==> config.mk <==
export PLATFORM = sky130hd
export DESIGN_NAME = hazard_stall_unit
export DESIGN_NICKNAME = d
export VERILOG_FILES = /design/src/rtl/hazard_stall_unit.sv
export SDC_FILE = /design/constraint.sdc
export NUM_CORES = 1
export LEC_CHECK = 0
export ABC_CLOCK_PERIOD_IN_PS = 3300
export BUFFER_PORTS_ARGS = -buffer_cell sky130_fd_sc_hd__buf_2
export CAP_MARGIN = 20
export CORE_MARGIN = 2
export CORE_UTILIZATION = 55
export DETAILED_ROUTE_END_ITERATION = 16
export GPL_ROUTABILITY_DRIVEN = 0
export HOLD_SLACK_MARGIN = 0.06
export PLACE_DENSITY = 0.86
export SLEW_MARGIN = 15
export SYNTH_ARGS = -nofsm -noshare
export SYNTH_HDL_FRONTEND = slang
export SYNTH_SLANG_ARGS = --single-unit
export TNS_END_PERCENT = 30
==> constraint.sdc <==
create_clock -name clk -period 3.3 [get_ports clk]
set_input_delay 0.495 -clock clk [delete_from_list [all_inputs] [get_ports clk]]
set_output_delay 0.495 -clock clk [all_outputs]
set_load 0.03 [all_outputs]
==> src/rtl/hazard_stall_unit.sv <==
// Pipeline hazard control: load-use stall sequencing, branch flush strobes,
// ID-stage operand forwarding selects and saturating stall/flush counters.

// Per-operand forwarding select. Nearest producer wins; r0 is never forwarded.
module hazard_fwd_sel (
  input  logic [4:0] src,
  input  logic [4:0] ex_rw,
  input  logic       ex_reg_write,
  input  logic       ex_mem_read,
  input  logic [4:0] mem_rw,
  input  logic       mem_reg_write,
  input  logic [4:0] wb_rw,
  input  logic       wb_reg_write,
  output logic [1:0] sel
);

  // EX > MEM > WB > register file; loads in EX have no ALU result to forward
  always_comb begin
    sel = 2'b00;
    if (ex_reg_write && !ex_mem_read && ex_rw != 5'd0 && ex_rw == src)
      sel = 2'b01;
    else if (mem_reg_write && mem_rw != 5'd0 && mem_rw == src)
      sel = 2'b10;
    else if (wb_reg_write && wb_rw != 5'd0 && wb_rw == src)
      sel = 2'b11;
  end

endmodule

// Saturating event counter with synchronous clear taking precedence.
module hazard_sat_cnt #(
  parameter int CNT_W = 16
) (
  input  logic             clk,
  input  logic             reset,
  input  logic             clear,
  input  logic             inc,
  output logic [CNT_W-1:0] count
);

  // Hold at all-ones rather than wrapping so long runs stay meaningful
  always_ff @(posedge clk or negedge reset) begin
    if (!reset)                          count <= '0;
    else if (clear)                      count <= '0;
    else if (inc && count != {CNT_W{1'b1}}) count <= count + 1'b1;
  end

endmodule

module hazard_stall_unit #(
  parameter int LOAD_USE_STALLS = 1,
  parameter int CNT_W           = 16
) (
  input  logic             clk,
  input  logic             reset,
  input  logic [4:0]       id_rs,
  input  logic [4:0]       id_rt,
  input  logic             id_uses_rt,
  input  logic [4:0]       ex_rw,
  input  logic             ex_reg_write,
  input  logic             ex_mem_read,
  input  logic [4:0]       mem_rw,
  input  logic             mem_reg_write,
  input  logic [4:0]       wb_rw,
  input  logic             wb_reg_write,
  input  logic             ex_branch_taken,
  input  logic             cnt_clear,
  output logic             pc_load_enable,
  output logic             if_id_load_enable,
  output logic             if_id_hazard_reset,
  output logic             id_ex_hazard_reset,
  output logic [1:0]       fwd_a_sel,
  output logic [1:0]       fwd_b_sel,
  output logic [CNT_W-1:0] stall_count,
  output logic [CNT_W-1:0] flush_count,
  output logic             busy_stall
);

  localparam int NUM_OPS = 2;

  typedef enum logic {RUN = 1'b0, STALL = 1'b1} state_t;

  state_t     state;
  logic [1:0] remaining;

  logic haz_a, haz_b, lu;
  logic hold;
  logic stall_inc, flush_inc;

  logic [NUM_OPS-1:0][4:0] op_src;
  logic [NUM_OPS-1:0][1:0] op_sel;

  // Load-use: a load in EX targets a register the ID instruction reads
  assign haz_a = ex_mem_read && ex_rw != 5'd0 && ex_rw == id_rs;
  assign haz_b = ex_mem_read && ex_rw != 5'd0 && ex_rw == id_rt && id_uses_rt;
  assign lu    = haz_a | haz_b;

  // Bubble in STALL regardless of lu (EX already holds a bubble); branch overrides
  assign hold      = !ex_branch_taken && (state == STALL || lu);
  assign stall_inc = hold;
  assign flush_inc = ex_branch_taken;

  // Strobes to the pipeline registers
  always_comb begin
    pc_load_enable     = 1'b1;
    if_id_load_enable  = 1'b1;
    if_id_hazard_reset = 1'b0;
    id_ex_hazard_reset = 1'b0;
    if (ex_branch_taken) begin
      if_id_hazard_reset = 1'b1;
      id_ex_hazard_reset = 1'b1;
    end else if (hold) begin
      pc_load_enable     = 1'b0;
      if_id_load_enable  = 1'b0;
      id_ex_hazard_reset = 1'b1;
    end
  end

  assign busy_stall = (state == STALL);

  // Stall sequencer: the RUN cycle that detects lu is the first bubble,
  // STALL supplies the remaining LOAD_USE_STALLS-1
  always_ff @(posedge clk or negedge reset) begin
    if (!reset) begin
      state     <= RUN;
      remaining <= 2'd0;
    end else if (ex_branch_taken) begin
      state     <= RUN;
      remaining <= 2'd0;
    end else begin
      case (state)
        RUN: begin
          if (lu && LOAD_USE_STALLS > 1) begin
            state     <= STALL;
            remaining <= 2'(LOAD_USE_STALLS - 1);
          end
        end
        STALL: begin
          if (remaining <= 2'd1) begin
            state     <= RUN;
            remaining <= 2'd0;
          end else begin
            remaining <= remaining - 2'd1;
          end
        end
        default: begin
          state     <= RUN;
          remaining <= 2'd0;
        end
      endcase
    end
  end

  assign op_src[0] = id_rs;
  assign op_src[1] = id_rt;

  // One forwarding select per ID operand, evaluated in every state
  for (genvar i = 0; i < NUM_OPS; i++) begin : g_fwd
    hazard_fwd_sel u_fwd (
      .src           (op_src[i]),
      .ex_rw         (ex_rw),
      .ex_reg_write  (ex_reg_write),
      .ex_mem_read   (ex_mem_read),
      .mem_rw        (mem_rw),
      .mem_reg_write (mem_reg_write),
      .wb_rw         (wb_rw),
      .wb_reg_write  (wb_reg_write),
      .sel           (op_sel[i])
    );
  end

  assign fwd_a_sel = op_sel[0];
  assign fwd_b_sel = op_sel[1];

  hazard_sat_cnt #(.CNT_W(CNT_W)) u_stall_cnt (
    .clk   (clk),
    .reset (reset),
    .clear (cnt_clear),
    .inc   (stall_inc),
    .count (stall_count)
  );

  hazard_sat_cnt #(.CNT_W(CNT_W)) u_flush_cnt (
    .clk   (clk),
    .reset (reset),
    .clear (cnt_clear),
    .inc   (flush_inc),
    .count (flush_count)
  );

endmodule

======== Word level (Yosys, flattened, before mapping) ========
Index checks and enable logic that the tools add are counted.
storage, ports and cells
  input port bits ......................... 34
  output and inout port bits .............. 41
  flip-flop bits (word level) ............. 35
operators by class
  add/subtract/negate cells ............... 3
  magnitude comparators ................... 1
  bitwise operators ....................... 1
  equality and inequality tests ........... 8
  reductions and logical operators ........ 26
  muxes and demuxes ....................... 21
operators with widths
  operator                 count
  $mux W16                 4
  $add A16 B1 Y16 const B  2
  $ne A16 B16 Y1 const B   2
  $eq A5 B5 Y1             6
  $mux W2                  9
  $logic_and A1 B1 Y1      17
  $reduce_bool A5 Y1       3
  $mux W1                  8
  $reduce_bool A2 Y1       3
  $le A2 B1 Y1 const B     1
  $logic_not A1 Y1         2
  $sub A2 B1 Y2 const B    1
  $logic_or A1 B1 Y1       1
  $or A1 B1 Y1             1

======== Depth between registers and ports, before layout ========
  depth after elaboration ................. 10
  mapped depth ............................ 8
  gate-level depth less buffers ........... 7

======== By module ========
Synthesis repeated with hierarchy kept, for this count alone.
unflattened totals
  cell total of the unflattened synthesis .. 297
  area total of the unflattened synthesis .. 2637.5 µm²
by module, submodules not included
  module             cells an instance  sequential area each (µm²)  instances  area each (µm²)
  hazard_sat_cnt     98                 400.4                       2          942.2
  hazard_fwd_sel     33                 0.0                         2          229.0
  hazard_stall_unit  35                 75.1                        1          295.3

======== Worst setup path before layout ========
Ideal clock, no wire load.
  kind .................................... input to output
  start ................................... input ex_rw[2]
  end ..................................... output pc_load_enable
  stages on the path ...................... 6
  path buffers ............................ 1
  path slack .............................. 0.797 ns
  arrival ................................. 2.008 ns
  cell sequence ........................... or2_2 -> o41ai_1 -> o21bai_1 -> and2_1 -> or2_2 -> buf_4
between the ends
  longest elaborated chain between the ends .. 9
RTL lines
  item                              line    RTL
  start, declared                   59      input logic [4:0] ex_rw,
  $reduce_bool A5 Y1                94, 95
  $logic_and A1 B1 Y1               94, 95
  $logic_and A1 B1 Y1 (2 in a row)  95      assign haz_b = ex_mem_read && ex_rw != 5'd0 && ex_rw == id_rt && id_uses_rt;
  $or A1 B1 Y1 *                    96      assign lu = haz_a | haz_b;
  $logic_or A1 B1 Y1 *              99      assign hold = !ex_branch_taken && (state == STALL || lu);
  $logic_and A1 B1 Y1 *             99
  $mux W1 * (2 in a row)            n/a
  end, declared                     68      output logic pc_load_enable,
Mark *: on every way between the ends. The rest lies on a longest branch, timed or not.

======== Worst setup path after layout ========
  start ................................... input ex_rw[0]
  end ..................................... output if_id_load_enable
between the ends
  longest elaborated chain between the ends .. 9
RTL lines
  item                              line    RTL
  $reduce_bool A5 Y1                94, 95
  $logic_and A1 B1 Y1               94, 95
  $logic_and A1 B1 Y1 (2 in a row)  95
  $or A1 B1 Y1 *                    96
  $logic_or A1 B1 Y1 *              99
  $logic_and A1 B1 Y1 *             99
  $mux W1 *                         112     end else if (hold) begin
  $mux W1 *                         109     if (ex_branch_taken) begin
  end, declared                     69      output logic if_id_load_enable,
Marked as above.

==> results list <==
- The flow ran to the end, and the final reports show no timing, DRC or antenna violations.
- Critical path launch point type: primary input
- The synthesized design devotes to its leading area cell type 38.1% of total area.
- H-Tree Level Count: 2
- Number of vias per cell after detailed routing: 5.90
* Synthesized-area fraction occupied by ao, oa, aoi and oai cells: 10.2%
- The die covers 4710 um^2.
- For this run, the number of Yosys warnings is 0.
* Category of the critical setup timing path: in2out
* Fin Setup TNS: 0 ps
- Across the whole layout, storage elements account for 876 um^2.
* Peak clock frequency supported by timing: 362 MHz
* Final routed DRC violation total: 0
- Final net count: 373
- Leaving out fill and tap cells, the most frequent cell in the layout is buf_2.
- 75 I/O pins were placed.
- The detailed router finished its first iteration with 284 violations.
* Cell at the root of the clock tree: clkbuf_8
- The clock drives 35 sinks.
- The number of nets handed over by synthesis was 299.
- For this design the static power due to leakage is 1.28 nW.
- In this run the tightest slew margin relative to its limit is 35.0%.
- Worst Setup SP: ex_rw[0]
- Growth of design area from synthesis to finish: 22.8%
* Cell area power density: 345 nW/um^2
- Global routing used 26.9% of the available tracks.
- The die is 68.6 um wide.
* Proportion of synthesized area in mux cells: 3.27%
* Cell chain of the critical path: buf_2 -> xnor2_1 -> nand3_1 -> nor3_1 -> o21bai_1 -> and2_1 -> or2_2 -> buf_2
- Antenna Violating Nets Remaining: 0
- Final Hold Vio Count: 0
- Die Height: 68.6 um
- Of all cell types, the one taking the most synthesized area is dfrtp_1.
- Count of distinct cell types in the synthesized netlist: 38
* Post-Synthesis Cells: 263
- Critical-path cell with the highest stage delay: nor3_1
- Biggest cell delay along the critical path: 490 ps
- Post-detailed-route wirelength per cell: 15.2 um
- Max-cap violations in this run came to 0.
- Adder and majority cell fraction of the synthesized area: 1.09%
* Post-synthesis simple-gate area fraction: 28.6%
- The longest clock path from root to sink contains 2 buffers.
- Total gr overflow: 0
- In the final layout, the share of cells above drive strength 1 is 27.5%.
- At the later pin of the worst-skew pair, clock insertion delay measures 290 ps.
- Cell types occupying the most area after synthesis: dfrtp_1 (38%), xnor2_1 (9.2%), xor2_1 (6.9%), nor2_1 (4.4%), nand3_1 (4.4%)
- Initial antenna violation count: 0
* Mean cell area of the mapped netlist: 8.73 um^2
- Worst path required time: 2800 ps
* Beginning of the worst register-to-register path: u_stall_cnt.count[0]
- Num rows: 23
- After layout, the minimum clock period comes to 2760 ps.
* Initial standard-cell utilization of the core: 57.4%
- Sequential area share after synthesis: 38.1%
- PortBufs: 74
- Core area: 4000 um^2
* PostCTS Resize Cnt: 0
* Number of flip-flops and latches in the synthesized netlist: 35
* Worst voltage drop across the vdd grid: 255 uV
* Wire length of the first global-routing pass: 9.46 mm
* Number of diodes added for antenna fixing: 0
* Parity-gate share of the synthesized area counting xor and xnor cells: 16.0%
- For the pin with the worst max-slew slack, the measured transition is 951 ps.
* Largest net degree at the start of global routing: 37
- CTS Hold Buffers Added: 0
- TritonCTS clock tree: built
- Leaving out fill and tap cells, the most frequent cells in the layout are buf_2 (74), dfrtp_1 (35), nor2_1 (27), xnor2_1 (24), nand3_1 (20).
- Setup violations remaining at the end of the flow were counted as 0.
* Max Slew Vio Count: 0
- Area taken by multi-input logic gates: 1360 um^2
- Number of enable flip-flop cells after synthesis: 0
- Clock-pin slew was measured on the worst setup and hold paths at 70 ps.
- Post-DP HPWL: 4.34 mm
* Setup crit end kind: output pin
* Arrival time reported for the critical path endpoint: 2270 ps
- The first TritonRoute pass finished after 5 iterations.
* Total CTS buffers: 5
- Maximum fanout along the worst path: 5
- Sum of routed wire length over all layers: 5.89 mm
- Ys async rst share: 100%
- Cell repeated most along the worst path: buf_2
- After synthesis, the largest family of logic cells by area is simple AND/OR/NAND/NOR gates.
- Synthesized area: 2300 um^2
- Together, buffers and inverters on the worst path number 2.
* Via count of the first global-routing pass: 2115
- Grouping stages by cell kind, the critical path spends the most delay in simple AND/OR/NAND/NOR gates.
* Routed via count: 2289
* Filler instances: 314
* Final worst path period share: 83.7%
* Worst Skew: 3.95 ps
- The min-delay analysis places its worst path in the category in2async.
- Buffers added to address setup during post-CTS repair amount to 0.
- Setup repair after global routing left no endpoint under its margin.
* Ys flop type: dfrtp_1
- At the end of the flow the core is filled with cells to 70.5%.
==> state kept, by name (all words and copies together), names as in the netlist <==
name               count
busy_stall             1
remaining              2
u_flush_cnt.count     16
u_stall_cnt.count     16
==> synth_stat cells (4+ instances only) <==
cell / instances
dfrtp_1: 35
nor2_1: 27
xnor2_1: 24
nand3_1: 20
a21oi_1: 18
xor2_1: 18
nand2_1: 16
o21ai_0: 9
nor3_1: 8
nor4_1: 8
or3_1: 8
nand4_1: 7
clkbuf_1: 6
or4_1: 6
inv_1: 5
nor2b_1: 5
o31ai_1: 5
mux2_2: 4
nand2b_1: 4
==> cell type report <==
| type | instances | share of cell area (%) |
|---|---|---|
| Multi-Input combinational cell | 214 | 48.2 |
| Sequential cell | 35 | 31.1 |
| Timing Repair Buffer | 76 | 13.7 |
| Clock buffer | 6 | 2.93 |
| Tap cell | 50 | 2.22 |
| Clock inverter | 2 | 1.24 |
| Inverter | 5 | 0.666 |
==> path summary, 6_finish.rpt <==
kind / endpoint / slack, ps / cells after the start
setup / recovery: if_id_load_enable / 540 / 8
setup reg to reg: u_stall_cnt.count[6] / 600 / 6
min in group clk: remaining[0] / 530 / 2
hold / removal: u_stall_cnt.count[14] / 280 / 1
max in group asynchronous: remaining[0] / 2510 / 1
hold reg to reg: remaining[0] / 530 / 2
==> cells by family (layout without fill, tap and decap cells) <==
logic type | after synthesis | in the layout
AOI/OAI and AO/OA | 40 | 40
xor gates and xnor gates | 42 | 42
adders and majority gates | 2 | 2
buffers and inverters | 14 | 89
DFF | 35 | 35
muxes | 7 | 7
and+or+nand+nor | 123 | 123
==> layer usage <==
layer	track usage, %	vias to the layer above	routed length [um]
met5	0	-	0
met4	9.25	0	102
met3	4.71	16	397
met2	45.1	85	2850
met1	35.0	1102	2540
li1	-	1086	-
==> per-stage QoR <==
| step | hold slack (ps) | cells | cell area, um^2 | total power [W] | setup slack, ps |
|---|---|---|---|---|---|
| after CTS | 311 | 388 | 2820 | 0.000973 | 604 |
| after floorplan | 199 | 263 | 2300 | 0.000513 | 797 |
| after global placement | 509 | 380 | 2700 | 0.000568 | 645 |
| after global routing | 349 | 388 | 2820 | 0.00101 | 362 |
| after detailed placement | 515 | 380 | 2700 | 0.000573 | 613 |
| final | 284 | 388 | 2820 | 0.000972 | 539 |
==> report_power, final <==
| group | total (W) | switching (W) | internal (W) |
|---|---|---|---|
| Combinational | 0.000131 | 0.0000813 | 0.0000501 |
| Clock | 0.000406 | 0.000161 | 0.000244 |
| Sequential | 0.000434 | 0.00000319 | 0.000431 |
| Total | 0.000972 | 0.000246 | 0.000726 |
==> worst register-to-register path: stages, from the launching register on <==
cell and delay (ps):
dfrtp_1 440, ha_1 290, nand4_1 120, nor4_1 90, a2111oi_0 860, or4b_1 510, mux2_2 280
Note: power is estimated with default switching activity, not from simulation.
